**src/rtl/la_capture_ctrl.sv**
```systemverilog
// Logic-analyser capture controller: arms on stb, waits for a masked trigger, stores a
// DEPTH-sample window and replays it over valid/ready. Optional macro: LA_FORCE_TRIGGER_EN.
module la_capture_ctrl #(
  parameter int DATA_WIDTH = 8,
  parameter int DEPTH      = 64
) (
  input  logic                  clk,
  input  logic                  reset,
  input  logic                  stb,
  input  logic [DATA_WIDTH-1:0] probe,
  input  logic [DATA_WIDTH-1:0] trig_mask,
  input  logic [DATA_WIDTH-1:0] trig_value,
  output logic                  out_valid,
  input  logic                  out_ready,
  output logic [DATA_WIDTH-1:0] out_data,
  output logic                  out_last,
  output logic                  busy,
  output logic [7:0]            missed
);

  localparam int AW = $clog2(DEPTH);
  localparam logic [AW-1:0] LAST_IDX = AW'(DEPTH - 1);

  typedef enum logic [1:0] {
    IDLE    = 2'd0,
    ARMED   = 2'd1,
    CAPTURE = 2'd2,
    READOUT = 2'd3
  } state_t;

  state_t state_reg, state_next;

  logic [DATA_WIDTH-1:0] mem [DEPTH];
  logic [AW-1:0]         wr_idx_reg;
  logic [AW-1:0]         rd_idx_reg;
  logic                  rd_done_reg;
  logic [DATA_WIDTH-1:0] out_data_reg;
  logic                  out_valid_reg;
  logic                  out_last_reg;
  logic [7:0]            missed_reg;

  logic [DATA_WIDTH-1:0] bit_ok;
  logic                  trig_hit;
  logic                  force_trig;
  logic                  fire;
  logic                  stb_missed;
  logic                  wr_en;
  logic                  wr_last;
  logic                  hs;
  logic                  hs_last;
  logic                  rd_load;

  // A bit matches when it is masked out or equals the required value.
  genvar gi;
  generate
    for (gi = 0; gi < DATA_WIDTH; gi++) begin : g_trig_bit
      assign bit_ok[gi] = ~trig_mask[gi] | ~(probe[gi] ^ trig_value[gi]);
    end
  endgenerate

  assign trig_hit = &bit_ok;

`ifdef LA_FORCE_TRIGGER_EN
  assign force_trig = stb;
  assign stb_missed = stb & ((state_reg == CAPTURE) | (state_reg == READOUT));
`else
  assign force_trig = 1'b0;
  assign stb_missed = stb & (state_reg != IDLE);
`endif

  assign fire = trig_hit | force_trig;

  // State register
  always_ff @(posedge clk or negedge reset) begin
    if (!reset) begin
      state_reg <= IDLE;
    end else begin
      state_reg <= state_next;
    end
  end

  // Next-state logic
  always_comb begin
    state_next = state_reg;
    case (state_reg)
      IDLE:    if (stb)     state_next = ARMED;
      ARMED:   if (fire)    state_next = CAPTURE;
      CAPTURE: if (wr_last) state_next = READOUT;
      READOUT: if (hs_last) state_next = IDLE;
      default: state_next = IDLE;
    endcase
  end

  // Output / control decode
  always_comb begin
    busy    = (state_reg != IDLE);
    wr_en   = ((state_reg == ARMED) & fire) | (state_reg == CAPTURE);
    wr_last = (state_reg == CAPTURE) & (wr_idx_reg == LAST_IDX);
    hs      = out_valid_reg & out_ready;
    hs_last = hs & out_last_reg;
    // Refill the output register whenever it is empty or being drained this cycle.
    rd_load = (state_reg == READOUT) & ~rd_done_reg & (~out_valid_reg | out_ready);
  end

  always_ff @(posedge clk) begin
    if (wr_en) begin
      mem[wr_idx_reg] <= probe;
    end
  end

  always_ff @(posedge clk or negedge reset) begin
    if (!reset) begin
      wr_idx_reg <= '0;
    end else if (wr_en) begin
      wr_idx_reg <= wr_idx_reg + 1'b1;
    end
  end

  // Registered memory read doubles as the output stage, so the first sample
  // appears two cycles after the final write.
  always_ff @(posedge clk or negedge reset) begin
    if (!reset) begin
      rd_idx_reg    <= '0;
      rd_done_reg   <= 1'b0;
      out_data_reg  <= '0;
      out_valid_reg <= 1'b0;
      out_last_reg  <= 1'b0;
    end else begin
      if (rd_load) begin
        out_data_reg  <= mem[rd_idx_reg];
        out_last_reg  <= (rd_idx_reg == LAST_IDX);
        out_valid_reg <= 1'b1;
        rd_idx_reg    <= rd_idx_reg + 1'b1;
        if (rd_idx_reg == LAST_IDX) begin
          rd_done_reg <= 1'b1;
        end
      end else if (hs) begin
        out_valid_reg <= 1'b0;
        out_last_reg  <= 1'b0;
      end
      if (hs_last) begin
        rd_done_reg <= 1'b0;
      end
    end
  end

  always_ff @(posedge clk or negedge reset) begin
    if (!reset) begin
      missed_reg <= 8'd0;
    end else if (stb_missed && (missed_reg != 8'hFF)) begin
      missed_reg <= missed_reg + 8'd1;
    end
  end

  assign out_valid = out_valid_reg;
  assign out_data  = out_data_reg;
  assign out_last  = out_last_reg;
  assign missed    = missed_reg;

endmodule

```
**config.mk**
```make
export PLATFORM = sky130hd
export DESIGN_NAME = la_capture_ctrl
export DESIGN_NICKNAME = d
export VERILOG_FILES = /design/src/rtl/la_capture_ctrl.sv
export SDC_FILE = /design/constraint.sdc
export NUM_CORES = 1
export LEC_CHECK = 0
export CAP_MARGIN = 20
export CORE_MARGIN = 3
export CORE_UTILIZATION = 50
export CTS_BUF_LIST = sky130_fd_sc_hd__clkbuf_16
export CTS_CLUSTER_DIAMETER = 120
export DETAILED_ROUTE_END_ITERATION = 6
export PLACE_DENSITY = 0.66
export SYNTH_ARGS = -nofsm -noshare
export SYNTH_HDL_FRONTEND = slang
export SYNTH_SLANG_ARGS = --single-unit
export TNS_END_PERCENT = 100
```
**constraint.sdc**
```tcl
create_clock -name clk -period 5.85 [get_ports clk]
set_input_delay 1.17 -clock clk [delete_from_list [all_inputs] [get_ports clk]]
set_output_delay 1.17 -clock clk [all_outputs]
set_load 0.005 [all_outputs]
```
### After elaboration in Yosys (flattened, before gate mapping)

Memory sizes are Yosys's and may differ from the RTL's. A register that Yosys moved wholly into a read port is not among the register bits.
Index checks and enable logic that the tools add are counted.

| storage, ports and cells | value |
|---|---|
| bits in registers | 25 |
| RAM bits | 512 |
| output and inout bits | 19 |
| logic and storage cells | 87 |
| memories kept | 1 |

| cells by class | value |
|---|---|
| add/sub/neg operators | 3 |
| equal/unequal tests | 10 |
| multiplexer cells | 13 |
| bitwise operators | 43 |
| reductions and logical operators | 10 |

Memories:

| name | words | bits a word | rd ports | clocked after Yosys merged registers in | write ports | line | source |
|---|---|---|---|---|---|---|---|
| mem | 64 | 8 | 1 | 1 | 1 | 33 | `logic [DATA_WIDTH-1:0] mem [DEPTH];` |

Operators by type and width:

| operator | count |
|---|---|
| 1-bit inverter | 18 |
| 6-bit by 1-bit adder with 6-bit output, second input constant | 2 |
| 6-bit equality test, second input constant | 2 |
| 1-bit OR | 10 |
| 8-bit by 1-bit adder with 8-bit output, second input constant | 1 |
| 1-bit two-way mux | 8 |
| 2-bit two-way mux | 4 |
| 2-bit != test, second input constant | 4 |
| 8-bit != test, second input constant | 1 |
| 2-bit one-hot mux with 4 select lines | 1 |
| 8-bit AND reduction | 1 |
| 2-bit nonzero test | 4 |
| 1-bit bitwise XOR | 8 |
| 1-bit bitwise AND | 7 |
| 2-bit equality test, second input constant | 2 |
| 4-bit AND reduction | 1 |
| 2-bit by 1-bit equality test with 1-bit output, second input constant | 1 |
| 2-bit logical NOT | 1 |
| 2-bit AND reduction | 1 |
| 1-bit logical AND | 1 |
| 1-bit logical NOT | 1 |

### Longest topological paths before layout

| logic depth | value |
|---|---|
| depth after elaboration | 8 |
| gate-level depth with buffers | 11 |
| depth with buffers taken out | 7 |

### Worst setup path before layout

No wires, ideal clock.

| timing | value |
|---|---|
| path type | in2reg |
| from | input port trig_value[2] |
| to | memory mem[59][0] (enable) |
| arrival | 2.881 ns |
| required time | 5.480 ns |
| path slack | 2.598 ns |
| stages | 7 |
| buffers on the path | 1 |
| cells stage by stage | xor2_1 > a22oi_1 > nand2_1 > o31ai_1 > buf_2 > nand4b_1 > nor2_1 |

| between the ends | value |
|---|---|
| word-level cells in the longest chain between the ends | 8 |

RTL lines:

| element | line | source |
|---|---|---|
| from (decl) | 12 | `input logic [DATA_WIDTH-1:0] trig_value,` |
| 1-bit bitwise XOR | 57 | `assign bit_ok[gi] = ~trig_mask[gi] \| ~(probe[gi] ^ trig_value[gi]);` |
| 1-bit inverter | 57 |  |
| 1-bit OR | 57 |  |
| 8-bit AND reduction | 61 | `assign trig_hit = &bit_ok;` |
| 1-bit bitwise AND | 97 | `wr_en = ((state_reg == ARMED) & fire) \| (state_reg == CAPTURE);` |
| 1-bit OR | 97 |  |
| 1-bit two-way mux | 106 | `if (wr_en) begin` |
| 1-bit two-way mux (implied by the code) | 107 | `mem[wr_idx_reg] <= probe;` |
| to (decl) | 33 |  |

No other way between the ends.

### Worst setup path in the final report

| timing | value |
|---|---|
| from | input port trig_value[2] |
| to | memory mem[11][7] (enable) |

The elaborated chain is that of the path after synthesis.

==> flow_summary.json <==
{
  "status": "completed",
  "cts_setup_buffers": 0,
  "synth-seq-cells": 545,
  "port_buffers": 46,
  "grt_pass1_wl_mm": 70.9,
  "die_h_um": 213,
  "initial_utilization": 0.509,
  "cp_max_fo": 13,
  "grtUsageTotal": 0.215,
  "die-area_um2": 45400,
  "setup_viol": 0,
  "required_ps": 6060,
  "yosys.area.top_type_share": 0.717,
  "clock_sinks": 545,
  "finalPower_uw": 10700,
  "largest_reg_flops": 512,
  "final_util": 0.568,
  "cts_made_buffers": 53,
  "final_max_slew_viol_count": 0,
  "peakVddDrop_mv": 0.424,
  "min_path_type": "flip-flop to flip-flop",
  "p_leak_uw": 0.00769,
  "worst_slew_pin_slew_ps": 1090,
  "synth_area_um2": 21400,
  "finalHoldViolations": 0,
  "cap_viol_max_count": 0,
  "grt_pass1_vias": 10700,
  "areaGrowthSynthToFinish_pct": 11.7,
  "synth_ff_type": "edfxtp_1",
  "wirelength_mm": 47.5,
  "grt-ovfl-total": 0,
  "viasPerCell": 6.14,
  "syn-num-nets": 1116,
  "ys_warn_count": 0,
  "wl_per_cell_um": 27.6,
  "yosysTopAreaCell": "edfxtp_1",
  "place_congestion": 0.810,
  "crit_path_end_kind": "flip-flop",
  "antenna_found_initial": 2,
  "drt_iter0_drc": 1054,
  "layout-drive-gt1-share": 0.188,
  "post-route-period-util": 0.673,
  "clk_pin_slew_ps": 60,
  "rows": 75,
  "remaining_drc_errors": 0,
  "place_inst": 1626,
  "cts_tree": "yes",
  "cts_hold_buf": 0,
  "floorplan.io_pins": 47,
  "drt_first_pass_iters": 5,
  "fillers": 3153,
  "synthArstFlopShare": 0.0606,
  "fin_crit_ps": 3940,
  "grt_max_degree": 79,
  "vias": 10600,
  "power_density_nw_per_um2": 446,
  "setup_ws_ps": 1910,
  "post_cts_resized": 0,
  "antenna_left": 0,
  "clk_latency_ps": 600,
  "synth_cells": 1080,
  "worst_setup_path_start_kind": "primary input",
  "nets": 1178,
  "rsz0062_at_grt": "no",
  "synth.distinct_cells": 50,
  "tns_ps": 0,
  "dp_hpwl_mm": 28.4,
  "seq_area_frac_synth": 0.756,
  "relSlewSlack": 0.273,
  "postSynthAreaPerCell_um2": 19.8,
  "die_w_um": 213,
  "fin_skew_ps": 24.7,
  "synth_edf_count": 512,
  "cts_max_path_buffers": 3,
  "place_ws_ps": 1380,
  "cp.arrival_ps": 4150,
  "finalNonFillerCells": 1722,
  "antennaDiodeCount": 0,
  "clock.fmax_ghz": 0.254,
  "fp.coreArea_um2": 42100,
  "cts-htree-levels": 2,
  "yosys-top-cells-area": "edfxtp_1 72%, mux4_2 11%, dfrtp_1 3.9%, mux2i_1 2.3%, nor2_1 1.4%",
  "crit_type": "primary input to flip-flop",
  "clockRootBuffer": "clkbuf_16"
}
==> cells by family after synthesis <==
family | count (synthesis) | synth area share
and+or+nand+nor | 162 | 0.0344
AOI/OAI and AO/OA | 108 | 0.0371
buffers and inverters | 64 | 0.0149
muxes | 168 | 0.143
xor gates and xnor gates | 25 | 0.0102
adders and majority gates | 8 | 0.00467
DFF | 545 | 0.756
==> layer usage <==
| layer | wire [um] | vias to the layer above | share of wire | global-route usage |
|---|---|---|---|---|
| met4 | 1050 | 0 | 0.022 | 0.0613 |
| li1 | - | 4565 | - | - |
| met2 | 22900 | 395 | 0.48 | 0.339 |
| met3 | 3490 | 73 | 0.073 | 0.0347 |
| met1 | 20100 | 5546 | 0.42 | 0.317 |
| met5 | 0 | - | 0 | 0 |
==> cells in the final DEF, fill, tap and decap left out, types with 7 or more instances in the layout <==
cell,count
nand3_1,14
inv_1,24
ha_1,8
nor2_1,77
o32a_1,7
mux2_2,10
edfxtp_1,512
mux4_2,109
clkinv_1,11
a21oi_1,22
clkinv_2,11
o211ai_1,7
buf_4,16
a22oi_1,32
a211oi_1,8
nor2b_1,9
clkbuf_16,53
dfrtp_1,31
xor2_1,13
buf_2,9
o21ai_0,8
xnor2_1,12
mux2i_1,49
nand2_1,30
clkdlybuf4s50_1,37
==> worst max-delay path, cell delays in order <==
cell,delay (ps)
clkdlybuf4s50_1,420
xor2_1,170
a22oi_1,190
nand2_1,90
o31ai_1,240
buf_4,230
nand4b_1,740
nor2_1,890
==> area by class of cell <==
cell class | instances | area [um2] | share of cell area
clock buffers | 53 | 1330 | 0.0554
clock inverters | 43 | 216 | 0.00904
inverters | 7 | 26.3 | 0.00110
multi-input cells | 471 | 4920 | 0.205
flip-flops and latches | 545 | 16200 | 0.677
well taps | 539 | 674 | 0.0282
repair buffers | 64 | 576 | 0.0240
==> report_power, final <==
part	switching, uW	internal, uW	total (uW)
Combinational	1530	1290	2820
Sequential	332	4460	4790
Clock	1390	1680	3060
==> cell usage after synthesis, drive strengths merged (2+ instances only) <==
master   instances
a211oi           8
mux2            10
xor2            13
o211ai           7
inv              7
clkbuf          24
a221oi           6
o211a            2
nand4            5
o32a             7
edfxtp         512
ha               8
nand3b           6
and2             2
buf             33
nor2            79
o21ai            8
nand2           30
nor3             6
nand3           14
nor2b            9
dfrtp           33
a2111o           4
mux4           109
xnor2           12
nand2b           3
a21oi           23
o2111ai          2
a22oi           32
o221ai           4
mux2i           49
==> stage by stage <==
step / hold slack, ps / instance area, um2
after global routing: 517 / 23900
after detailed placement: 479 / 22400
after CTS: 493 / 23900
final: 489 / 23900
after global placement: 468 / 22400
after floorplan: 455 / 21400
==> final timing paths <==
| check | startpoint | end | slack (ps) | cells after the start |
|---|---|---|---|---|
| max | trig_value[2] | mem[11][7] | 1910 | 8 |
| min | rd_done_reg | rd_done_reg | 490 | 1 |
| max reg2reg | rd_idx_reg[0] | out_data[4] | 2590 | 4 |
| min reg2reg | rd_done_reg | rd_done_reg | 490 | 1 |
| max in group asynchronous | reset | rd_idx_reg[1] | 4580 | 1 |
| min in group asynchronous | reset | missed[2] | 670 | 1 |
Power figures use the tool's default switching activity.
